### src/rtl/slice_store_pkg.sv
// slice_store_pkg
// Shared definitions for the slice buffer and the permutation controller:
// state geometry (SIZE x SIZE lanes per slice, DEPTH slices) and the
// buffer's state encoding.
package slice_store_pkg;

   localparam int SS_SIZE    = 5;
   localparam int SS_MEMSIZE = SS_SIZE * SS_SIZE;
   localparam int SS_DEPTH   = 64;
   localparam int SS_AW      = $clog2(SS_DEPTH);

   typedef enum logic [1:0] {
      ST_IDLE   = 2'd0,
      ST_LOAD   = 2'd1,
      ST_SERVE  = 2'd2,
      ST_UNLOAD = 2'd3
   } state_e;

endpackage

### src/rtl/slice_store_ram.sv
// slice_ram
// DEPTH x MEMSIZE slice array.
//   wr_en_i/wr_addr_i/wr_data_i : single synchronous write port
//   rd_en_i/rd_addr_i/rd_data_o : registered read port (1-cycle latency,
//                                 holds its value when rd_en_i is low)
//   peek_addr_i/peek_data_o     : combinational read port
// The array itself is not reset; only the read register is.
module slice_ram #(
   parameter int DEPTH   = 64,
   parameter int MEMSIZE = 25,
   parameter int AW      = 6
) (
   input  logic               clk,
   input  logic               rst,
   input  logic               wr_en_i,
   input  logic [AW-1:0]      wr_addr_i,
   input  logic [MEMSIZE-1:0] wr_data_i,
   input  logic               rd_en_i,
   input  logic [AW-1:0]      rd_addr_i,
   output logic [MEMSIZE-1:0] rd_data_o,
   input  logic [AW-1:0]      peek_addr_i,
   output logic [MEMSIZE-1:0] peek_data_o
);

   logic [MEMSIZE-1:0] mem_q [DEPTH];
   logic [MEMSIZE-1:0] rd_data_q;

   always_ff @(posedge clk) begin
      if (wr_en_i) begin
         mem_q[wr_addr_i] <= wr_data_i;
      end
   end

   // Reads sample the array before this edge's write lands, so a
   // same-address read and write returns the old slice.
   always_ff @(posedge clk or negedge rst) begin
      if (!rst) begin
         rd_data_q <= '0;
      end else if (rd_en_i) begin
         rd_data_q <= mem_q[rd_addr_i];
      end
   end

   assign rd_data_o   = rd_data_q;
   assign peek_data_o = mem_q[peek_addr_i];

endmodule

### src/rtl/slice_store.sv
// slice_store
// Memory-side responder for the permutation controller. Loads DEPTH
// slices from an input stream, serves readLine requests with registered
// lines, absorbs DEPTH write-backs, then streams the result out.
//   start                 : begin a load (IDLE only)
//   inValid/inData/inReady: input stream (LOAD)
//   readLine/line/lineValid: controller reads (SERVE)
//   write/wrData          : controller write-backs (SERVE)
//   done                  : pulse on entering UNLOAD
//   outValid/outData/outReady: output stream (UNLOAD)
//   busy                  : not IDLE
module slice_store
   import slice_store_pkg::*;
#(
   parameter int SIZE    = SS_SIZE,
   parameter int MEMSIZE = SS_MEMSIZE,
   parameter int DEPTH   = SS_DEPTH,
   parameter int AW      = SS_AW
) (
   input  logic               clk,
   input  logic               rst,
   input  logic               start,
   input  logic               inValid,
   input  logic [MEMSIZE-1:0] inData,
   output logic               inReady,
   input  logic               readLine,
   output logic [MEMSIZE-1:0] line,
   output logic               lineValid,
   input  logic               write,
   input  logic [MEMSIZE-1:0] wrData,
   output logic               done,
   output logic               outValid,
   output logic [MEMSIZE-1:0] outData,
   input  logic               outReady,
   output logic               busy
);

   if ((MEMSIZE != SIZE * SIZE) || (DEPTH != (1 << AW))) begin : g_bad_cfg
      $error("slice_store: inconsistent geometry parameters");
   end

   localparam logic [AW:0] CNT_ONE = (AW + 1)'(1);

   state_e      state_q, state_d;
   // Each counter is AW+1 bits: the low AW bits address the array and the
   // MSB is the "DEPTH reached" flag, so no wrap-to-zero test is needed.
   logic [AW:0] wr_cnt_q, wr_cnt_d;
   logic [AW:0] rd_cnt_q, rd_cnt_d;
   logic [AW:0] wb_cnt_q, wb_cnt_d;
   logic [AW:0] u_cnt_q,  u_cnt_d;
   logic        line_valid_q, line_valid_d;
   logic        done_q, done_d;

   logic load_acc, rd_fire, wb_fire, out_fire;

   assign load_acc = (state_q == ST_LOAD)   && inValid;
   assign rd_fire  = (state_q == ST_SERVE)  && readLine && !rd_cnt_q[AW];
   assign wb_fire  = (state_q == ST_SERVE)  && write;
   assign out_fire = (state_q == ST_UNLOAD) && outReady;

   always_comb begin
      state_d      = state_q;
      wr_cnt_d     = wr_cnt_q;
      rd_cnt_d     = rd_cnt_q;
      wb_cnt_d     = wb_cnt_q;
      u_cnt_d      = u_cnt_q;
      line_valid_d = rd_fire;
      done_d       = 1'b0;

      if (state_q == ST_IDLE) begin
         wr_cnt_d = '0;
         rd_cnt_d = '0;
         wb_cnt_d = '0;
         u_cnt_d  = '0;
      end else begin
         if (load_acc) wr_cnt_d = wr_cnt_q + CNT_ONE;
         if (rd_fire)  rd_cnt_d = rd_cnt_q + CNT_ONE;
         if (wb_fire)  wb_cnt_d = wb_cnt_q + CNT_ONE;
         if (out_fire) u_cnt_d  = u_cnt_q  + CNT_ONE;
      end

      unique case (state_q)
         ST_IDLE: begin
            if (start) state_d = ST_LOAD;
         end
         ST_LOAD: begin
            if (load_acc && wr_cnt_d[AW]) state_d = ST_SERVE;
         end
         ST_SERVE: begin
            if (wb_fire && wb_cnt_d[AW]) begin
               state_d = ST_UNLOAD;
               done_d  = 1'b1;
            end
         end
         ST_UNLOAD: begin
            if (out_fire && u_cnt_d[AW]) state_d = ST_IDLE;
         end
         default: state_d = ST_IDLE;
      endcase
   end

   always_ff @(posedge clk or negedge rst) begin
      if (!rst) begin
         state_q      <= ST_IDLE;
         wr_cnt_q     <= '0;
         rd_cnt_q     <= '0;
         wb_cnt_q     <= '0;
         u_cnt_q      <= '0;
         line_valid_q <= 1'b0;
         done_q       <= 1'b0;
      end else begin
         state_q      <= state_d;
         wr_cnt_q     <= wr_cnt_d;
         rd_cnt_q     <= rd_cnt_d;
         wb_cnt_q     <= wb_cnt_d;
         u_cnt_q      <= u_cnt_d;
         line_valid_q <= line_valid_d;
         done_q       <= done_d;
      end
   end

   // Only one of LOAD/SERVE can be active, so the write port is a simple
   // state-selected mux.
   logic               ram_we;
   logic [AW-1:0]      ram_waddr;
   logic [MEMSIZE-1:0] ram_wdata;

   assign ram_we    = load_acc || wb_fire;
   assign ram_waddr = (state_q == ST_LOAD) ? wr_cnt_q[AW-1:0] : wb_cnt_q[AW-1:0];
   assign ram_wdata = (state_q == ST_LOAD) ? inData : wrData;

   slice_ram #(
      .DEPTH   (DEPTH),
      .MEMSIZE (MEMSIZE),
      .AW      (AW)
   ) u_ram (
      .clk         (clk),
      .rst         (rst),
      .wr_en_i     (ram_we),
      .wr_addr_i   (ram_waddr),
      .wr_data_i   (ram_wdata),
      .rd_en_i     (rd_fire),
      .rd_addr_i   (rd_cnt_q[AW-1:0]),
      .rd_data_o   (line),
      .peek_addr_i (u_cnt_q[AW-1:0]),
      .peek_data_o (outData)
   );

   assign inReady   = (state_q == ST_LOAD);
   assign outValid  = (state_q == ST_UNLOAD);
   assign busy      = (state_q != ST_IDLE);
   assign lineValid = line_valid_q;
   assign done      = done_q;

endmodule

### config.mk
export PLATFORM = sky130hd
export DESIGN_NAME = slice_store
export DESIGN_NICKNAME = d
export VERILOG_FILES = /design/src/rtl/slice_store_pkg.sv /design/src/rtl/slice_store_ram.sv /design/src/rtl/slice_store.sv
export SDC_FILE = /design/constraint.sdc
export NUM_CORES = 2
export LEC_CHECK = 0
export CAP_MARGIN = 0
export CORE_ASPECT_RATIO = 0.7
export CORE_MARGIN = 8
export CORE_UTILIZATION = 54
export DETAILED_ROUTE_END_ITERATION = 8
export PLACE_DENSITY = 0.78
export SYNTH_ARGS = -nofsm -noshare
export SYNTH_HDL_FRONTEND = slang
export SYNTH_SLANG_ARGS = --single-unit
### constraint.sdc
create_clock -name clk -period 7.34 [get_ports clk]
set_clock_uncertainty 0.2 [all_clocks]
set_input_delay 0.734 -clock clk [delete_from_list [all_inputs] [get_ports clk]]
set_output_delay 0.734 -clock clk [all_outputs]
set_load 0.05 [all_outputs]
=== Yosys cells after proc, flatten, opt, wreduce, memory -nomap -nowiden ===
Memories as Yosys holds them, arrays and structs flattened. A register that Yosys moved wholly into a read port is not among the register bits.
Cells that the tools add are included.

* Mux-type cells: 19
* Add/sub/neg operators: 4
* Equality and inequality tests: 7
* Reductions and logical operators: 18

{| class="wikitable"
|+ Operators with widths
! operator !! number
|-
| 2-to-1 mux 7 bit || 8
|-
| adder 7 x 1 -> 7 bit (second input constant) || 4
|-
| 2-to-1 mux 25 bit || 1
|-
| nonzero test 2 bit || 5
|-
| logical AND 1 bit || 8
|-
| 2-to-1 mux 2 bit || 4
|-
| one-hot mux 2 bit (4 select lines) || 1
|-
| 2-to-1 mux 6 bit || 1
|-
| inequality test 2 x 1 -> 1 bit (second input constant) || 3
|-
| equality test 2 bit (second input constant) || 2
|-
| 2-to-1 mux 1 bit || 4
|-
| AND reduction 4 bit || 1
|-
| equality test 2 x 1 -> 1 bit (second input constant) || 1
|-
| zero test 1 bit || 2
|-
| zero test 2 bit || 1
|-
| inequality test 2 bit (second input constant) || 1
|-
| logical OR 1 bit || 1
|}

* Bits in writable memories: 1600
* Bits of input ports: 57
* Logic and storage cells: 59
* Memories: 1
* Register bits: 32

{| class="wikitable"
|+ Memory list
! memory !! words !! width !! rd ports !! clocked after Yosys merged registers in !! wr ports !! line !! source
|-
| u_ram.mem_q || 64 || 25 || 2 || 1 || 1 || slice_store_ram.sv:25 || <nowiki>logic [MEMSIZE-1:0] mem_q [DEPTH];</nowiki>
|}

=== Longest topological paths before layout ===
* Word-level depth: 7
* Gate-level depth with buffers: 10
* Gate-level depth less buffers: 8

=== Cells and area by module ===
Synthesis repeated with hierarchy kept, for this count alone.

* Cells, all modules: 4120
* Area, all modules: 76266.9 um2

{| class="wikitable"
|+ By module, submodules not included
! module !! cells each !! instances !! area an instance (um2)
|-
| slice_ram || 3927 || 1 || 74316.3
|-
| slice_store || 193 || 1 || 1950.6
|}

=== Worst setup path before layout ===
OpenSTA, ideal clock, no wires.

* Path kind: register -> register
* Start: reg state_q[1]
* End: mem u_ram.mem_q[11][0], enable pin
* Data required time: 6733 ps
* Period minus slack after synthesis: 3860 ps
* Stages on the path, launching flop included: 9
* Data arrival time: 3253 ps
* Slack: 3480 ps
* Path buffers: 2
* Cell sequence: dfrtp_1 inv_1 ha_1 buf_2 clkbuf_1 o21ai_0 o21ai_0 nand2_1 nor2_1

* Longest elaborated chain between the ends: 5
* Elaborated cells between the ends (all ways): 8
* Classes of those cells: eq/ne (2); mux (3); reduce/logical (3)

{| class="wikitable"
|+ RTL lines
! what !! line !! source
|-
| start, declared || slice_store.sv:44 || <nowiki>state_e state_q, state_d;</nowiki>
|-
| start signal, assigned || slice_store.sv:112 || <nowiki>state_q <= state_d;</nowiki>
|-
| equality test 2 x 1 -> 1 bit (*) || -- ||
|-
| via inReady || slice_store.sv:25 || <nowiki>output logic inReady,</nowiki>
|-
| logical AND 1 bit || slice_store.sv:56 || <nowiki>assign load_acc = (state_q == ST_LOAD) && inValid;</nowiki>
|-
| logical OR 1 bit || slice_store.sv:128 || <nowiki>assign ram_we = load_acc || wb_fire;</nowiki>
|-
| 2-to-1 mux 1 bit || slice_store_ram.sv:29 || <nowiki>if (wr_en_i) begin</nowiki>
|-
| 2-to-1 mux 1 bit (implied by the code) || slice_store_ram.sv:30 || <nowiki>mem_q[wr_addr_i] <= wr_data_i;</nowiki>
|-
| end, declared || slice_store_ram.sv:25 ||
|}

The timed path passes the listed nets; every way through them passes the cells marked *.

=== Final worst setup path ===
* Start: reg u_cnt_q[0]
* End: out outData[2]

* Longest elaborated chain between the ends: 1

{| class="wikitable"
|+ RTL lines
! what !! line !! source
|-
| start, declared || slice_store.sv:50 || <nowiki>logic [AW:0] u_cnt_q, u_cnt_d;</nowiki>
|-
| start signal, assigned || slice_store.sv:116 || <nowiki>u_cnt_q <= u_cnt_d;</nowiki>
|-
| memory read (64 x 25 bit) || -- ||
|-
| end, declared || slice_store.sv:33 || <nowiki>output logic [MEMSIZE-1:0] outData,</nowiki>
|}

Every way passes these cells.

==> results by group <==
STA
  • Hold Fails Final Rpt: 0
  • Min cycle time layout: 5940 ps
  • Setup WS post-layout: 1400 ps
  • Setup TNS: 0 ps
  • RSZ-0062 raised after global routing: no
  • Final setup fails: 0
  • Tcrit/Tclk final: 0.809
  • Worst Tran Pin Value: 1440 ps
  • Slew headroom: 0.0412
  • Max Freq: 168 MHz
  • Slew Viols, Final: 0

Worst setup path
  • Worst Path Arrival: 5000 ps
  • Crit path max-delay cell type: dfrtp_4
  • Worst Setup End Kind: primary output
  • Buffers and inverters on the worst path: 2
  • Top cell family by delay on the critical path: buffers and inverters
  • CP Launch Point: u_cnt_q[0]
  • CP most frequent cell: mux4_2
  • Worst path required time: 6410 ps
  • Worst R2R Start: state_q[1]
  • Crit path max fanout: 56
  • Crit path cell chain: buf_12, mux4_2, mux4_2, a22oi_1, nand2_1, clkdlybuf4s50_1
  • Setup crit start kind: flop
  • Max incr delay on CP: 1110 ps
  • Worst Setup Path Type: flop to primary output

Flow run
  • Max Cap Viol: 0

Synthesis
  • Syn Nets: 3900
  • FF+latch count, synth: 1657
  • Average cell area after synthesis: 20.0 µm²
  • Sequential share of the synthesized area: 0.645
  • EDFF count, synth: 1600
  • Synth cell types: 63
  • Asr flop ratio synth: 0.0344
  • Most used flip-flop cell after synthesis: edfxtp_1
  • Post-Synthesis Cells: 3835
  • Yosys Warn Count: 0
  • Cell Area, Synth: 76800 µm²

Pwr
  • Leakage: 25.5 nW
  • PD cells: 338 nW/µm²
  • VDD IR max: 0.000346 V

Die
  • Initial Util: 0.545
  • Row cnt: 115
  • Core area: 141000 µm²
  • Die Y: 331 µm
  • Die Footprint: 155000 µm²
  • Die Wd: 467 µm
  • I/O pin count: 112

Routing
  • Final wirelength: 242000 µm
  • Routed vias: 45832
  • WL/cell: 40.7 µm
  • Post-DRT Antenna Nets: 0
  • 1st-pass router iterations: 6
  • Drt via density: 7.70
  • Residual DRC: 0
  • Drt initial violations: 8849

Finish
  • Util after Layout: 0.607
  • Most frequent cells in the layout: 1600 x edfxtp_1, 783 x mux4_2, 265 x mux2i_1
  • Commonest non-fill, non-tap cell in the layout: edfxtp_1
  • Layout cells sized above 1: 0.319
  • Area Growth Syn to Fin: 11.4%
  • Layout Nets: 4018

GRT
  • Initial antenna violation count: 4
  • Vias in the first global route: 45444
  • Largest net degree at the start of global routing: 131
  • Total track usage: 0.308
  • Remaining Overflow, GRT: 0
  • First-pass GRT wire length: 341000 µm

Clock network
  • PostCTS Resize Cnt: 0
  • CTS Buf Count: 151
  • CTS sink cnt: 1657
  • Clock latency on the worst-skew pair: 800 ps
  • Worst-case clock buffer depth: 3
  • Post-CTS setup buffers: 0
  • CTS root buffer: clkbuf_16
  • Reg clk slew, reported paths: 70 ps
  • TritonCTS clock tree: done
  • CTS H-tree lvls: 4

Placement
  • Final HPWL from detailed placement: 135000 µm
  • GPL Wtd Cong: 0.856
  • Pre-CTS setup slack: 2250 ps
  • Port bufs: 111

Outcome
  • Outcome: completed

Min path
  • Hold Crit Class: input pin to asynchronous set/reset pin
-- cell usage after synthesis (7+ instances only) --
master | n | area [µm²]
mux2i_1 | 265 | 2650
mux4_2 | 783 | 17600
o32a_1 | 16 | 160
a22oi_1 | 100 | 751
a21oi_1 | 68 | 340
o21ai_0 | 21 | 105
nor2b_1 | 15 | 93.8
ha_1 | 8 | 100
buf_6 | 20 | 225
mux2_2 | 52 | 586
a221oi_1 | 31 | 272
dfrtp_1 | 57 | 1430
a22o_1 | 16 | 140
a211o_1 | 12 | 105
a31oi_1 | 11 | 68.8
clkbuf_1 | 120 | 450
o32ai_1 | 7 | 61.3
edfxtp_1 | 1600 | 48000
a211oi_1 | 27 | 203
nand2_1 | 126 | 473
nand3b_1 | 7 | 52.6
xnor2_1 | 13 | 114
inv_1 | 14 | 52.6
a311oi_1 | 8 | 70.1
nand3_1 | 13 | 65.1
buf_2 | 84 | 420
o22ai_1 | 16 | 100
and2_1 | 11 | 68.8
buf_1 | 20 | 75.1
o221ai_1 | 51 | 447
nor2_1 | 115 | 432
buf_4 | 51 | 383
-- layout make-up --
cell class / instances / area, µm²
tap: 1872 / 2340
multi-input combinational: 1864 / 26200
inverter: 18 / 70.1
sequential: 1657 / 49500
timing repair buffer: 261 / 2450
antenna: 4 / 10.0
clock buffer: 201 / 4180
fill: 9577 / 55400
clock inverter: 74 / 709
-- cell families after synthesis --
| group | after synthesis | share of synthesized area |
|---|---|---|
| fa+ha+maj | 8 | 0.00130 |
| flops | 1657 | 0.645 |
| simple gates | 314 | 0.0178 |
| xor+xnor | 19 | 0.00217 |
| buf+inv | 314 | 0.0212 |
| compound gates | 423 | 0.0411 |
| mux | 1100 | 0.272 |
-- sequential cells by signal, indices dropped and copies added (netlist names) --
signal	count
u_cnt_q	7
done	1
rd_cnt_q	7
wr_cnt_q	7
lineValid	1
u_ram.rd_data_o	25
state_q	2
u_ram.mem_q	1600
wb_cnt_q	7
-- timing repair --
action,in CTS,in global routing
setup endpoints to repair,0,0
hold buffers,1,0
hold endpoints to repair,21,0
-- through the flow --
| step | cell area [µm²] | total power, W | instances | hold WS, ps |
|---|---|---|---|---|
| floorplan | 76800 | 0.0183 | 3835 | 238 |
| global placement | 80600 | 0.0208 | 5671 | 265 |
| detailed placement | 80600 | 0.0210 | 5671 | 276 |
| CTS | 85500 | 0.0289 | 5947 | 151 |
| global route | 85500 | 0.0297 | 5947 | 194 |
| finish | 85500 | 0.0289 | 5951 | 181 |
-- where the power goes --
group          switching [W]  total, W  internal [W]  leakage (nW)
registers           0.000363    0.0117        0.0113          15.1
clock network        0.00356   0.00801       0.00444          2.40
logic                0.00528   0.00921       0.00393          8.02
-- worst paths after layout --
check                      slack [ps]                 to  cells past startpoint
min reg2reg                       290        rd_cnt_q[6]                      1
min                               180         state_q[1]                      2
min in group clk                  290        rd_cnt_q[6]                      1
max                              1400         outData[2]                      6
max reg2reg                      2480  u_ram.mem_q[3][8]                      7
max in group asynchronous        5390        rd_cnt_q[0]                      3
-- per-layer routing --
| metal | vias up | share of wire | global-route usage |
|---|---|---|---|
| li1 | 16896 | - | - |
| met1 | 23643 | 0.35 | 0.429 |
| met2 | 4593 | 0.43 | 0.440 |
| met3 | 694 | 0.17 | 0.114 |
| met4 | 6 | 0.051 | 0.133 |
| met5 | - | 0.00018 | 0 |
-- worst reg2reg max path, cell delays in order (launching register included) --
cell and delay (ps):
dfrtp_1 410, inv_1 130, ha_4 730, o21ai_0 340
o21ai_0 510, nand2_1 600, nor2_4 1170, buf_4 440
No activity file was read; power rests on OpenSTA's default activity.
